<file path="config.mk">
export PLATFORM = sky130hd
export DESIGN_NAME = fetch_sequencer_flat
export DESIGN_NICKNAME = d
export VERILOG_FILES = /design/src/rtl/fetch_sequencer_if.sv /design/src/rtl/fetch_sequencer.sv /design/src/flat_wrapper.sv
export SDC_FILE = /design/constraint.sdc
export NUM_CORES = 1
export LEC_CHECK = 0
export ABC_AREA = 1
export BUFFER_PORTS_ARGS = -buffer_cell sky130_fd_sc_hd__buf_2
export CELL_PAD_IN_SITES_DETAIL_PLACEMENT = 0
export CELL_PAD_IN_SITES_GLOBAL_PLACEMENT = 1
export CORE_MARGIN = 2
export CORE_UTILIZATION = 30
export CTS_BUF_LIST = sky130_fd_sc_hd__clkbuf_4 sky130_fd_sc_hd__clkbuf_8
export CTS_CLUSTER_DIAMETER = 80
export CTS_CLUSTER_SIZE = 30
export DETAILED_ROUTE_END_ITERATION = 10
export PLACE_DENSITY = 0.81
export SYNTH_ARGS = -nofsm -noshare
export SYNTH_HDL_FRONTEND = slang
export SYNTH_SLANG_ARGS = --single-unit
</file>
<file path="constraint.sdc">
create_clock -name clk -period 1.92 [get_ports clk]
set_input_delay 0.096 -clock clk [delete_from_list [all_inputs] [get_ports clk]]
set_output_delay 0.096 -clock clk [all_outputs]
set_load 0.1 [all_outputs]
</file>
<file path="src/rtl/fetch_sequencer_if.sv">
// Bus between the fetch sequencer, instruction memory, program counter and datapath.
// The sequencer side is the master; memory/PC/datapath together form the slave side.
interface fetch_sequencer_if #(
  parameter int ADDR_W = 8
);
  logic              imem_req;
  logic              imem_ack;
  logic [7:0]        imem_rdata;
  logic [ADDR_W-1:0] pc_cur;
  logic              pc_en;
  logic              pc_load;
  logic [ADDR_W-1:0] pc_in;
  logic [7:0]        ir;
  logic              exec_valid;
  logic              exec_done;
  logic              zero_flag;

  modport master (
    output imem_req, pc_en, pc_load, pc_in, ir, exec_valid,
    input  imem_ack, imem_rdata, pc_cur, exec_done, zero_flag
  );

  modport slave (
    input  imem_req, pc_en, pc_load, pc_in, ir, exec_valid,
    output imem_ack, imem_rdata, pc_cur, exec_done, zero_flag
  );
endinterface

</file>
<file path="src/rtl/fetch_sequencer.sv">
// Front-end control FSM of the 8-bit CPU: fetches instruction bytes, resolves JMP/JZ
// locally and hands every other opcode to the datapath with an exec_valid/exec_done handshake.
module fetch_sequencer #(
  parameter int                ADDR_W    = 8,
  parameter logic [ADDR_W-1:0] RESET_VEC = '0,
  parameter int                WAIT_MAX  = 15
) (
  input  logic                   clk,
  input  logic                   rst_n,
  input  logic                   run,
  fetch_sequencer_if.master      bus,
  output logic                   halted,
  output logic                   fault
);

  localparam int              CNT_W    = $clog2(WAIT_MAX + 1);
  localparam logic [CNT_W-1:0] CNT_LAST = CNT_W'(WAIT_MAX - 1);

  typedef enum logic [2:0] {
    ST_IDLE,
    ST_FETCH,
    ST_DECODE,
    ST_EXEC,
    ST_FETCH_OP,
    ST_JUMP,
    ST_HALT,
    ST_FAULT
  } state_t;

  function automatic logic op_is_jmp(input logic [7:0] instr);
    return instr[7:4] == 4'hA;
  endfunction

  function automatic logic op_is_jz(input logic [7:0] instr);
    return instr[7:4] == 4'hB;
  endfunction

  function automatic logic op_is_hlt(input logic [7:0] instr);
    return instr[7:4] == 4'hF;
  endfunction

  state_t            state, state_nxt;
  logic [7:0]        ir_q;
  logic [ADDR_W-1:0] tgt_q;
  logic [CNT_W-1:0]  wait_cnt;
  logic              exec_vld_q;

  logic              req_cyc;
  logic              accept;
  logic              timeout;
  logic              jump_taken;

  always_comb begin
    req_cyc    = (state == ST_FETCH) || (state == ST_FETCH_OP);
    accept     = req_cyc && bus.imem_ack;
    // Counter holds the number of already-elapsed unacked cycles, so cycle WAIT_MAX sees WAIT_MAX-1.
    timeout    = req_cyc && !bus.imem_ack && (wait_cnt == CNT_LAST);
    jump_taken = op_is_jmp(ir_q) || (op_is_jz(ir_q) && bus.zero_flag);
  end

  always_comb begin
    state_nxt = state;
    case (state)
      ST_IDLE:     if (run) state_nxt = ST_FETCH;
      ST_FETCH: begin
        if (accept)       state_nxt = ST_DECODE;
        else if (timeout) state_nxt = ST_FAULT;
      end
      ST_DECODE: begin
        if (op_is_hlt(ir_q))                       state_nxt = ST_HALT;
        else if (op_is_jmp(ir_q) || op_is_jz(ir_q)) state_nxt = ST_FETCH_OP;
        else                                       state_nxt = ST_EXEC;
      end
      ST_EXEC:     if (bus.exec_done) state_nxt = ST_FETCH;
      ST_FETCH_OP: begin
        if (accept)       state_nxt = ST_JUMP;
        else if (timeout) state_nxt = ST_FAULT;
      end
      ST_JUMP:     state_nxt = ST_FETCH;
      ST_HALT:     if (run) state_nxt = ST_FETCH;
      ST_FAULT:    state_nxt = ST_FAULT;
      default:     state_nxt = ST_IDLE;
    endcase
  end

  // Strobes are decoded from state so an asynchronous reset drops them in the same cycle.
  always_comb begin
    bus.imem_req   = req_cyc;
    bus.pc_en      = accept;
    bus.pc_load    = (state == ST_JUMP) && jump_taken;
    bus.pc_in      = tgt_q;
    bus.ir         = ir_q;
    bus.exec_valid = exec_vld_q;
    halted         = (state == ST_HALT);
    fault          = (state == ST_FAULT);
  end

  always_ff @(posedge clk or negedge rst_n) begin
    if (!rst_n) begin
      state      <= ST_IDLE;
      ir_q       <= '0;
      tgt_q      <= '0;
      wait_cnt   <= '0;
      exec_vld_q <= 1'b0;
    end else begin
      state      <= state_nxt;
      exec_vld_q <= (state_nxt == ST_EXEC) && (state != ST_EXEC);
      if (req_cyc && !bus.imem_ack) wait_cnt <= wait_cnt + 1'b1;
      else                          wait_cnt <= '0;
      if ((state == ST_FETCH) && accept)    ir_q  <= bus.imem_rdata;
      if ((state == ST_FETCH_OP) && accept) tgt_q <= ADDR_W'(bus.imem_rdata);
    end
  end

  // Structural invariants of the sequencer
  generate
    if (WAIT_MAX < 1) begin : g_bad_wait_max
      $error("WAIT_MAX must be at least 1");
    end
  endgenerate

  a_strobe_excl: assert property (@(posedge clk) disable iff (!rst_n)
    !(bus.pc_en && bus.pc_load));

  a_exec_in_exec: assert property (@(posedge clk) disable iff (!rst_n)
    bus.exec_valid |-> (state == ST_EXEC));

  a_fault_sticky: assert property (@(posedge clk) disable iff (!rst_n)
    fault |=> fault);

  a_halt_quiet: assert property (@(posedge clk) disable iff (!rst_n)
    halted |-> !(bus.imem_req || bus.pc_en || bus.pc_load));

  // IDLE is only reachable through reset, so the PC must still hold its reset value there.
  a_idle_pc: assert property (@(posedge clk) disable iff (!rst_n)
    (state == ST_IDLE) |-> (bus.pc_cur == RESET_VEC));

endmodule

</file>
<file path="src/flat_wrapper.sv">
// flat-port wrapper written by rule: the top's interface ports become plain ports
module fetch_sequencer_flat 
#(
  parameter int                ADDR_W    = 8,
  parameter logic [ADDR_W-1:0] RESET_VEC = '0,
  parameter int                WAIT_MAX  = 15
)
  (clk, rst_n, run, halted, fault, bus_imem_req, bus_pc_en, bus_pc_load, bus_pc_in, bus_ir, bus_exec_valid, bus_imem_ack, bus_imem_rdata, bus_pc_cur, bus_exec_done, bus_zero_flag);
  fetch_sequencer_if #(.ADDR_W(ADDR_W)) bus_i ();
  input  logic clk;
  input  logic rst_n;
  input  logic run;
  output logic halted;
  output logic fault;
  output wire logic [$bits(bus_i.imem_req)-1:0] bus_imem_req;
  output wire logic [$bits(bus_i.pc_en)-1:0] bus_pc_en;
  output wire logic [$bits(bus_i.pc_load)-1:0] bus_pc_load;
  output wire logic [$bits(bus_i.pc_in)-1:0] bus_pc_in;
  output wire logic [$bits(bus_i.ir)-1:0] bus_ir;
  output wire logic [$bits(bus_i.exec_valid)-1:0] bus_exec_valid;
  input wire logic [$bits(bus_i.imem_ack)-1:0] bus_imem_ack;
  input wire logic [$bits(bus_i.imem_rdata)-1:0] bus_imem_rdata;
  input wire logic [$bits(bus_i.pc_cur)-1:0] bus_pc_cur;
  input wire logic [$bits(bus_i.exec_done)-1:0] bus_exec_done;
  input wire logic [$bits(bus_i.zero_flag)-1:0] bus_zero_flag;
  assign bus_imem_req = bus_i.imem_req;
  assign bus_pc_en = bus_i.pc_en;
  assign bus_pc_load = bus_i.pc_load;
  assign bus_pc_in = bus_i.pc_in;
  assign bus_ir = bus_i.ir;
  assign bus_exec_valid = bus_i.exec_valid;
  assign bus_i.imem_ack = bus_imem_ack;
  assign bus_i.imem_rdata = bus_imem_rdata;
  assign bus_i.pc_cur = bus_pc_cur;
  assign bus_i.exec_done = bus_exec_done;
  assign bus_i.zero_flag = bus_zero_flag;
  fetch_sequencer #(.ADDR_W(ADDR_W), .RESET_VEC(RESET_VEC), .WAIT_MAX(WAIT_MAX)) u_core (.clk(clk), .rst_n(rst_n), .run(run), .bus(bus_i), .halted(halted), .fault(fault));
endmodule
</file>
After elaboration in Yosys (flattened, before gate mapping)

Cells that the tools add are included.

Flip-flop bits (word level): 24
Word-level logic and storage cells: 42

Reduce and logical (&&, ||, !) cells: 14
Add/sub/neg operators: 1
Equal/unequal tests: 13
Multiplexer cells: 9

Operators with widths:

| cell                                                   | number |
|---|---|
| 2-to-1 mux 3 bit                                       | 7 |
| case mux 3 bit (7 select lines)                        | 1 |
| == test 4 bit (second input constant)                  | 4 |
| == test 3 bit (second input constant)                  | 4 |
| == test 3 x 2 -> 1 bit (second input constant)         | 3 |
| logical AND 1 bit                                      | 8 |
| adder 4 x 1 -> 4 bit (second input constant)           | 1 |
| 2-to-1 mux 4 bit                                       | 1 |
| == test 3 x 1 -> 1 bit (second input constant)         | 1 |
| zero test 3 bit                                        | 1 |
| logical OR 1 bit                                       | 3 |
| inequality test 3 x 2 -> 1 bit (second input constant) | 1 |
| OR reduction 2 bit                                     | 1 |
| zero test 1 bit                                        | 1 |

Depth between registers and ports, before layout

Gate-level depths: netlist of the first run.

Depth in word-level cells: 9
Depth in mapped cells: 8
Mapped depth without buffers: 8

Worst setup path before layout of the first run

Ideal clock, no wire load.

Path kind: register to output
From: register u_core.ir_q[7] (netlist: u_core.bus.ir[7])
To: output bus_pc_load
Arrival time: 3,421 ps
Path slack: -1,597 ps
Stages on the path, launching flop included: 5
Data required time: 1,824 ps
Buffers on the path: 0
Path through: dfrtp_1 nand2_1 inv_1 nand2_1 a211oi_1

Word-level cells in the longest chain between the ends: 4

Ends and longest elaborated chain:

| what                   | RTL line               | source |
|---|---|---|
| from (decl)            | fetch_sequencer.sv:43  | `logic [7:0] ir_q;` |
| from (signal assigned) | fetch_sequencer.sv:110 | `if ((state == ST_FETCH) && accept) ir_q <= bus.imem_rdata;` |
| == test 4 bit          | fetch_sequencer.sv:35  | `return instr[7:4] == 4'hB;` |
| logical AND 1 bit      | fetch_sequencer.sv:58  | `jump_taken = op_is_jmp(ir_q) \|\| (op_is_jz(ir_q) && bus.zero_flag);` |
| logical OR 1 bit (*)   | fetch_sequencer.sv:58  |  |
| logical AND 1 bit (*)  | fetch_sequencer.sv:90  | `bus.pc_load = (state == ST_JUMP) && jump_taken;` |
| to (decl)              | flat_wrapper.sv:17     | `output wire logic [$bits(bus_i.pc_load)-1:0] bus_pc_load;` |

Every way passes the cells marked *; elsewhere a longest branch is shown, timed or not.

Worst setup path after layout of the first run

From: register u_core.state[1]
To: output bus_pc_load

Word-level cells in the longest chain between the ends: 2

Ends and longest elaborated chain:

| what                   | RTL line               | source |
|---|---|---|
| from (decl)            | fetch_sequencer.sv:42  | `state_t state, state_nxt;` |
| from (signal assigned) | fetch_sequencer.sv:106 | `state <= state_nxt;` |
| == test 3 bit          | fetch_sequencer.sv:90  |  |
| logical AND 1 bit      | fetch_sequencer.sv:90  |  |

Every way passes these cells.

==> metrics.md, run 1 <==
| Metric | Value |
|---|---|
| DRT antenna net count | 0 |
| Post-route insts no fill | 217 |
| Post-Place Cells | ~210 |
| Setup Viol. Count Final | 0 |
| I/O Buffers | 35 |
| Status | complete, no violations |
| Critical path capture point | bus_pc_load |
| Synth Cell Area | 1170 um2 |
| Max-slew headroom | 64.9% |
| Worst slew pin tran | between 500 and 600 ps |
| Vias in the first global route | between 900 and 1k |
| Final nets | 194 |
| Ports | 44 |
| Syn Area/Cell | about 8.9 um2 |
| Initial antenna violation count | 0 |
| Hold Vio Cnt, Final | 0 |
| 1st-pass router iterations | 4 |
| Flops & latches, synth | 24 |
| Critical Path Fanout Max | 4 |
| DRT Wirelength | 2190 um |
| Die width | 66.4 um |
| Via count | ~920 |
| Number of flops mapped to enable cells by yosys | 0 |
| HP Class | in2reg |
| Period utilization | 89.0% |
| Postcts setup bufs | 0 |
| RSZ-0062 raised after global routing | false |
| Cell Rows | 22 |
| CP required | around 1800 ps |
| DR iter-0 viols | 45 |
| Crit path DAT | 1610 ps |
| Worst Setup Start Kind | flop |
| Main synth FF type | dfrtp_1 |
| Synth-to-layout area growth | 25.8% |
| Initial Util | approximately a third |
| Share of post-route cells with drive strength above 1 | 37.3% |
| CP Class | reg2out |
| Post-synth ARST share | between 90% and 100% |
| Routability cong. | around 0.8 |
| Final HPWL DP | between 1500 and 2000 um |
| Flop2flop setup slack | 610 ps |
| Minimum clock period | 1710 ps |
| DR WL/cell | 10.1 um |
| CTS Sinks | 24 |
| H-tree depth | 1 |
| Die Area | 4410 um2 |
| Clk_lat worst skew | around 260 ps |
| Gr usage total | approximately 11% |
| Synth cell types | 21 |
| CTS tree | built |
| Filler instances | 400 |
| Syn. warnings | 0 |
| Clock slew at reported path FFs | ~80 ps |
| Seq/Total Area, Yosys | approximately half |
| Post-Syn Nets | around 160 |
| Slew Limit Fails | 0 |
| DRC violations left | 0 |
| RR Endpoint | u_core.state[0] |
| Reg2reg path depth | 7 |
| Core ar. | 3720 um2 |
| Post-layout util | between 30% and 40% |
| # diodes | 0 |
| Max Cap Viol | 0 |
| Num CTS Buffers | 3 |
| Fmax | slightly below 600 MHz |
| Number of vias per cell | around 4.2 |
| Die height | 66.4 um |
| Critical R2R Launch | u_core.state[0] |
| Critical path origin | u_core.state[1] |
| CTS max path bufs | 2 |
| Clock skew | 0.800 ps |
| Critical Path Sink Type | output port |
| Wire length of the first global-routing pass | around 3800 um |
| Total congestion overflow | 0 |
| Syn Inst Count | approximately 130 |
| Root Driver | clkbuf_8 |
| Largest net degree at the start of global routing | 25 |
==> synthesized netlist by cell type, types with 2 or more instances <==
cell type  count  area share, %
nand2_1       32             10
dfrtp_1       24             51
inv_1         20            6.4
o21ai_2       14             10
nor2_1        12            3.9
nand3_1        9            3.9
o21ai_0        3            1.3
buf_6          2            1.9
ha_1           2            2.1
inv_2          2           0.64
==> routing by layer <==
metal / vias to the layer above / GRT usage, % / share of wire [%]
li1: 489 / - / -
met1: 400 / 13.2 / 48
met2: 28 / 20.4 / 46
met3: 2 / 1.87 / 5.6
met4: 0 / 3.06 / 0.37
met5: - / 0 / 0
==> how the worst min path moves through the flow <==
stage	to	slack [ps]	cells after the start	startpoint
after floorplan	u_core.bus.exec_valid	-200	0	rst_n
after global placement	u_core.bus.pc_in[5]	110	1	rst_n
after detailed placement	u_core.bus.pc_in[3]	110	1	rst_n
after CTS	u_core.bus.ir[6]	60	3	bus_imem_rdata[6]
after global routing	u_core.bus.ir[6]	90	3	bus_imem_rdata[6]
final	u_core.bus.ir[6]	60	3	bus_imem_rdata[6]
==> cells in the final DEF (no fill, tap or decap), types with 2 or more instances in the layout <==
master and n:
inv_2 2, nand3_1 9, ha_1 2, o21ai_0 3, nand2_1 31, o21ai_2 14, dfrtp_1 24, inv_1 19
nor2_1 11, buf_2 34, nand2_2 2, clkbuf_8 4
==> flip-flops by register name (all words and copies together), names as in the netlist <==
signal,flops
u_core.state,3
u_core.bus.pc_in,8
u_core.bus.exec_valid,1
u_core.wait_cnt,4
u_core.bus.ir,8
==> cells by family (layout without fill, tap and decap cells) <==
kind of cell / Yosys count / count (layout) / share of synthesized area, %
AOI/OAI and AO/OA: 20 / 20 / 13.7
xor gates and xnor gates: 2 / 2 / 1.50
adders and majority gates: 2 / 2 / 2.14
buffers and inverters: 24 / 62 / 8.99
DFF: 24 / 24 / 51.4
and+or+nand+nor: 59 / 59 / 22.3
==> repair_timing <==
action                                  CTS  global route
endpoints found under the setup margin    0             1
gates resized for setup                   0             1
hold buffers                              1             0
hold endpoints to repair                 24             0
==> through the flow <==
stage	hold WS (ps)	area (um2)	TNS [ps]	setup WS [ps]
2_1_floorplan	-200	1190	-230	-230
3_3_place_gp	112	1400	0	396
3_5_place_dp	110	1400	0	400
4_1_cts	60.0	1470	0	101
5_1_grt	86.4	1470	0	83.3
6_report	59.5	1470	0	211
==> critical path, stage by stage (launching register included) <==
cell and delay, ps:
dfrtp_1 410, inv_1 140, nand3_1 140, a211oi_4 210
buf_2 450
==> cell type report <==
cell class                 instances  area [um2]  area share [%]
timing repair buffer              36         188            12.8
clock buffer                       4        55.1            3.74
inverter                          22        86.3            5.87
sequential                        24         601            40.9
multi-input combinational         83         480            32.7
tap                               48        60.1            4.09
Power of run 1 is not shown: default switching activity piles up to over one toggle a cycle in this logic, so the estimate is an artifact.
==> run 2: changes to the inputs <==
--- a/config.mk
+++ b/config.mk
@@ -11,7 +11,6 @@
 export CELL_PAD_IN_SITES_GLOBAL_PLACEMENT = 1
 export CORE_MARGIN = 2
 export CORE_UTILIZATION = 30
-export CTS_BUF_LIST = sky130_fd_sc_hd__clkbuf_4 sky130_fd_sc_hd__clkbuf_8
 export CTS_CLUSTER_DIAMETER = 80
 export CTS_CLUSTER_SIZE = 30
 export DETAILED_ROUTE_END_ITERATION = 10
==> constraint.sdc (replaced) <==
create_clock -name clk -period 1.9 [get_ports clk]
set_input_delay 0.095 -clock clk [delete_from_list [all_inputs] [get_ports clk]]
set_output_delay 0.095 -clock clk [all_outputs]
set_load 0.1 [all_outputs]
==> run 2 against run 1 <==
Net effect:
- cell count is 0.46% lower
- first-iteration DRC count is 8.9% higher
- core utilization is 0.37 points lower
- wire length is 0.32% higher
- setup slack worse by 19 ps
- hold slack better by 4.3 ps
- clock skew is 1.9 ps higher
- die area stayed put
- global-route usage is 0.15 points higher
- via count is 2.0% higher
- critical endpoint unchanged
- largest cell class unchanged
- highest routed layer unchanged
==> metrics.md, run 2 (synthesis gave the netlist of run 1 again) <==
| Metric | Value |
|---|---|
| Status | complete, no violations (unchanged) |
| Routability cong. | 0.784 (was 0.806) |
| Fmax | 585 MHz |
| DP Worst Slack | 376 ps (was 400 ps) |
| Cell Rows | 22 (unchanged) |
| Hold Vio Cnt, Final | 0 (unchanged) |
| Clk_lat worst skew | 260 ps (about the same) |
| DRT Wirelength | 2190 um (about the same) |
| Initial antenna violation count | 0 (unchanged) |
| RR Endpoint | u_core.state[0] (unchanged) |
| Num CTS Buffers | 3 (unchanged) |
| Postcts setup bufs | 0 (unchanged) |
| Critical Path Fanout Max | 4 (unchanged) |
| Final HPWL DP | 1750 um (was 1710 um) |
| Flop2flop setup slack | 570 ps (was 610 ps) |
| Critical R2R Launch | u_core.state[0] (unchanged) |
| DR WL/cell | 10.2 um (was 10.1 um) |
| Commonest non-fill, non-tap cells in the layout | 34 x buf_2, 31 x nand2_1, 24 x dfrtp_1 (unchanged) |
| Critical Path Sink Type | output port (unchanged) |
| RSZ-0062 raised after global routing | false (unchanged) |
| Family with the most delay on the worst path | buffers and inverters (unchanged) |
| Initial Util | 31.4% (unchanged) |
| Post-route insts no fill | 216 (was 217) |
| Worst Setup Start Kind | flop (unchanged) |
| Core ar. | 3720 um2 (unchanged) |
| CP max stage delay | 450 ps (about the same) |
| Largest net degree at the start of global routing | 25 (unchanged) |
| Commonest non-fill, non-tap cell in the layout | buf_2 (unchanged) |
| CTS tree | built (unchanged) |
| CP Class | reg2out (unchanged) |
| Ports | 44 (unchanged) |
| Slew Limit Fails | 0 (unchanged) |
| 1st-pass router iterations | 2 (was 4) |
| Max Cap Viol | 0 (unchanged) |
| Final hold slack | 63.8 ps (was 59.5 ps) |
| Period utilization | about nine tenths |
| Max-slew headroom | 64.6% (was 64.9%) |
| Slowest cell on crit path | buf_2 (unchanged) |
| Final nets | 194 (unchanged) |
| Via count | 937 (was 919) |
| I/O Buffers | 35 (unchanged) |
| Share of post-route cells with drive strength above 1 | 36.9% (was 37.3%) |
| Root Driver | clkbuf_8 (unchanged) |
| Vias in the first global route | 864 (was 912) |
| Final setup TNS | 0 ps (unchanged) |
| Critical path origin | u_core.state[1] (unchanged) |
| Number of vias per cell | 4.34 (was 4.24) |
| Filler instances | 388 (was 400) |
| DR iter-0 viols | 49 (was 45) |
| DRC violations left | 0 (unchanged) |
| Buffers and inverters on the worst path | 2 (unchanged) |
| Die Area | 4410 um2 (unchanged) |
| # diodes | 0 (unchanged) |
| Wire length of the first global-routing pass | 3800 um (was 3840 um) |
| Minimum clock period | roughly 1700 ps |
| Post-Place Cells | 212 (unchanged) |
| Reg2reg path depth | 7 (unchanged) |
| Synth-to-layout area growth | 24.6% (was 25.8%) |
| H-tree depth | 1 (unchanged) |
| CTS Sinks | 24 (unchanged) |
| CTS max path bufs | 2 (unchanged) |
| Setup Viol. Count Final | 0 (unchanged) |
| Die height | 66.4 um (unchanged) |
| Clock skew | 2.72 ps (was 0.800 ps) |
| DRT antenna net count | 0 (unchanged) |
| Crit path DAT | 1610 ps (about the same) |
| CP required | 1800 ps (was 1820 ps) |
| WHS Path Cells | 3 (unchanged) |
| Final worst setup slack | 192 ps (was 211 ps) |
| Clock slew at reported path FFs | 80 ps (about the same) |
| Crit path cell chain | inv_1 -> nand3_1 -> a211oi_4 -> buf_2 (unchanged) |
| Worst slew pin tran | 531 ps (was 526 ps) |
| Hold Startpoint | bus_imem_rdata[6] (unchanged) |
| HP Class | in2reg (unchanged) |
| Gr usage total | 11.3% (was 11.1%) |
| WHS Endpoint | u_core.bus.ir[6] (unchanged) |
| Die width | 66.4 um (unchanged) |
| Total congestion overflow | 0 (unchanged) |
-- run 2: cell types whose count changed in the layout (fill, tap and decap cells not counted) --
cell and delta:
clkbuf_8 -1
-- run 2: layout make-up --
type | instances | area [um2] | area share (%)
clock buffers | 3 | 41.3 | 2.84
inverters | 22 | 86.3 | 5.93
multi-input cells | 83 | 480 | 33.0
flip-flops and latches | 24 | 601 | 41.2
well taps | 48 | 60.1 | 4.12
repair buffers | 36 | 188 | 12.9
-- run 2: metal layers --
| layer | global-route usage, % | vias up | wire length, um |
|---|---|---|---|
| li1 | - | 486 | - |
| met1 | 14.8 | 423 | 984 |
| met2 | 18.1 | 25 | 1060 |
| met3 | 2.73 | 3 | 122 |
| met4 | 3.83 | 0 | 22 |
| met5 | 0 | - | 0 |
-- run 2: metrics by stage --
stage	utilization [%]	cell area (um2)
after floorplan	-	1190
after global placement	37.7	1400
after detailed placement	37.7	1400
after CTS	39.1	1450
after global routing	39.2	1460
final	39.2	1460
-- run 2: how the worst max path moves through the flow --
stage             endpoint  slack, ps  cells after the start
3_5_place_dp     bus_pc_en        380                      6
4_1_cts          bus_pc_en         80                      6
2_1_floorplan  bus_pc_load       -250                      4
5_1_grt        bus_pc_load         90                      4
3_3_place_gp     bus_pc_en        380                      6
6_report       bus_pc_load        190                      4
-- run 2: timing repair --
item | 4_1_cts | 5_1_grt
setup endpoints to repair | 0 | 1
endpoints found under the hold margin | 24 | 0
gates resized for setup | 0 | 1
hold buffers | 1 | 0
-- run 2: worst reg2reg max path, cell delays in order (launching register included) --
cell and delay, ps:
dfrtp_1 460, nor2_1 190, nand2_2 100, inv_2 100
nand2_4 140, nand3_1 130, nor2_1 50, nor2_1 90
Power of run 2 is left out for the same reason.
==> run 3: changes to the inputs <==
--- a/config.mk
+++ b/config.mk
@@ -6,7 +6,6 @@
 export NUM_CORES = 1
 export LEC_CHECK = 0
 export ABC_AREA = 1
-export BUFFER_PORTS_ARGS = -buffer_cell sky130_fd_sc_hd__buf_2
 export CELL_PAD_IN_SITES_DETAIL_PLACEMENT = 0
 export CELL_PAD_IN_SITES_GLOBAL_PLACEMENT = 1
 export CORE_MARGIN = 2
@@ -14,7 +13,8 @@
 export CTS_CLUSTER_DIAMETER = 80
 export CTS_CLUSTER_SIZE = 30
 export DETAILED_ROUTE_END_ITERATION = 10
-export PLACE_DENSITY = 0.81
+export DONT_BUFFER_PORTS = 1
+export PLACE_DENSITY = 0.68
 export SYNTH_ARGS = -nofsm -noshare
 export SYNTH_HDL_FRONTEND = slang
 export SYNTH_SLANG_ARGS = --single-unit
==> constraint.sdc (replaced) <==
create_clock -name clk -period 1.9 [get_ports clk]
set_input_delay 0.095 -clock clk [delete_from_list [all_inputs] [get_ports clk]]
set_output_delay 0.095 -clock clk [all_outputs]
set_load 0.05 [all_outputs]
==> run 3 against run 2 <==
Net effect:
- non-clock buffer count shrank 26
- hold slack lost 56 ps
- critical path depth grew 2
- critical path type is now reg2reg
- first-iteration DRC count shrank 43%
- register-to-register slack lost 260 ps
- wire length grew 4.3%
- cell count shrank 12%
- via count shrank 9.2%
- clock skew shrank 1.8 ps
- sequential share of layout area grew 2.9 points
- die area is the same
==> metrics.md, run 3 (synthesis gave the netlist of run 1 again) <==
| Metric | Value |
|---|---|
| Critical R2R Launch | u_core.state[0] (unchanged) |
| Max rail drop VDD | 902 uV |
| Die width | 66.4 um (unchanged) |
| 1st-pass router iterations | 4 (was 2) |
| Largest net degree at the start of global routing | 25 (unchanged) |
| Crit path DAT | 1800 ps (was 1610 ps) |
| Number of vias per cell | 4.46 (was 4.34) |
| CTS Sinks | 24 (unchanged) |
| Synth-to-layout area growth | 16.5% (was 24.6%) |
| Worst Setup Start Kind | flop (unchanged) |
| CP Class | reg2reg (was reg2out) |
| Initial Util | 31.4% (unchanged) |
| Clk_lat worst skew | 260 ps (about the same) |
| Reg power frac | between 40% and 50% |
| CP required | 2100 ps (was 1800 ps) |
| Wire length of the first global-routing pass | 3820 um (was 3800 um) |
| H-tree depth | 1 (unchanged) |
| Setup Viol. Count Final | 0 (unchanged) |
| Routability cong. | 0.743 (was 0.784) |
| Initial antenna violation count | 0 (unchanged) |
| RSZ-0062 raised after global routing | false (unchanged) |
| Final setup TNS | 0 ps (unchanged) |
| Commonest non-fill, non-tap cell in the layout | nand2_1 (was buf_2) |
| Fmax | 627 MHz (was 585 MHz) |
| Comb power frac | 35.8% |
| Worst slew pin tran | 1090 ps (was 531 ps) |
| Postcts setup bufs | 0 (unchanged) |
| Static Leakage | between 0.7 and 0.8 nW |
| Period utilization | 83.9% (was 89.9%) |
| Minimum clock period | 1590 ps (was 1710 ps) |
| Post-CTS resize count | 0 (unchanged) |
| DR iter-0 viols | 28 (was 49) |
| Max-slew headroom | 27.3% (was 64.6%) |
| Slew Limit Fails | 0 (unchanged) |
| DRT Wirelength | 2290 um (was 2190 um) |
| Critical path origin | u_core.state[0] (was u_core.state[1]) |
| Net Switching | 1.20 mW |
| I/O Buffers | 0 (was 35) |
| Clock power share | around 15% |
| Core ar. | 3720 um2 (unchanged) |
| Reg2reg path depth | 6 (was 7) |
| Total chip power | about 2.3 mW |
| Ports | 44 (unchanged) |
| Share of post-route cells with drive strength above 1 | 22.4% (was 36.9%) |
| DRT antenna net count | 0 (unchanged) |
| Die height | 66.4 um (unchanged) |
| Critical Path Sink Type | flop (was output port) |
| DR WL/cell | 12.0 um (was 10.2 um) |
| Vias in the first global route | 900 (was 864) |
| Final HPWL DP | 1770 um (was 1750 um) |
| Final nets | 168 (was 194) |
| # diodes | 0 (unchanged) |
| Hold Vio Cnt, Final | 0 (unchanged) |
| Critical Path Fanout Max | 7 (was 4) |
| Internal Power | 1.13 mW |
| DRC violations left | 0 (unchanged) |
| Sw frac | between 50% and 60% |
| Root Driver | clkbuf_8 (unchanged) |
| CTS max path bufs | 2 (unchanged) |
| Total congestion overflow | 0 (unchanged) |
| Pwr dens | about 1700 nW/um2 |
| CTS tree | built (unchanged) |
| WHS Endpoint | u_core.bus.ir[0] (was u_core.bus.ir[6]) |
| Flop2flop setup slack | 310 ps (was 570 ps) |
| Num CTS Buffers | 3 (unchanged) |
| Status | complete, no violations (unchanged) |
| Clock slew at reported path FFs | 80 ps (about the same) |
| Hold Startpoint | bus_imem_rdata[0] (was bus_imem_rdata[6]) |
| Gr usage total | 11.3% (about the same) |
| Die Area | 4410 um2 (unchanged) |
| RR Endpoint | u_core.bus.pc_in[6] (was u_core.state[0]) |
| Cell Rows | 22 (unchanged) |
| Via count | 851 (was 937) |
| Clock skew | 0.931 ps (was 2.72 ps) |
| WHS Path Cells | 2 (was 3) |
| Max Cap Viol | 0 (unchanged) |
| Commonest non-fill, non-tap cells in the layout | 32 x nand2_1, 24 x dfrtp_1, 20 x inv_1 (was 34 x buf_2, 31 x nand2_1, 24 x dfrtp_1) |
| HP Class | in2reg (unchanged) |
run 3: changes by cell type in the layout (fill, tap and decap cells not counted), sizes merged:
cell	before	now
dlygate4sd3	1	3
inv	21	22
clkinvlp	1	0
buf	34	7
run 3: what timing repair did:
action                                 in CTS  in global routing
setup endpoints to repair                   0                  0
hold buffers                                3                  0
endpoints found under the hold margin      26                  0
run 3: worst max-delay path: stages, from the launching register on:
cell,delay (ps)
dfrtp_1,460
nor2_1,200
nand2_2,100
inv_2,90
nand3_1,60
dlygate4sd3_1,550
nand2_1,70
run 3: layer usage:
layer / share of wire, % / vias up / global-route usage [%] / routed length (um)
met2: 45 / 26 / 18.6 / 1020
met3: 9.4 / 2 / 4.60 / 216
met1: 45 / 389 / 13.6 / 1040
li1: - / 434 / - / -
met5: 0 / - / 0 / 0
met4: 0.52 / 0 / 3.06 / 12
run 3: power by group through the flow:
stage | clock network, mW | logic [mW] | registers [mW]
after floorplan | 0 | 0.543 | 1.24
after global placement | 0 | 0.818 | 1.16
after detailed placement | 0 | 0.839 | 1.17
after CTS | 0.353 | 0.852 | 1.16
after global routing | 0.382 | 0.930 | 1.18
final | 0.340 | 0.835 | 1.15
run 3: layout make-up:
type / instances / area (um2)
timing repair buffer: 10 / 95.1
multi-input combinational: 83 / 468
inverter: 22 / 82.6
fill: 397 / 2350
tap: 48 / 60.1
clock buffer: 4 / 55.1
sequential: 24 / 601
run 3: metrics by stage:
| stage | hold slack (ps) | instance area, um2 | worst slack, ps | util (%) | std cells |
|---|---|---|---|---|---|
| 2_1_floorplan | -201 | 1170 | 255 | - | 131 |
| 5_1_grt | 12.6 | 1360 | 210 | 36.6 | 191 |
| 6_report | 8.14 | 1360 | 306 | 36.6 | 191 |
| 4_1_cts | 6.42 | 1360 | 296 | 36.6 | 191 |
| 3_3_place_gp | -200 | 1280 | 578 | 34.3 | 184 |
| 3_5_place_dp | -200 | 1280 | 548 | 34.3 | 184 |
run 3: worst max path at each step:
stage / endpoint / slack (ps) / cells past startpoint
3_5_place_dp: u_core.state[0] / 550 / 5
6_report: u_core.bus.pc_in[6] / 310 / 6
4_1_cts: u_core.bus.pc_in[6] / 300 / 6
2_1_floorplan: bus_pc_load / 250 / 4
3_3_place_gp: u_core.state[0] / 580 / 5
5_1_grt: u_core.bus.pc_in[6] / 210 / 6
Note: power is estimated with default switching activity, not from simulation.
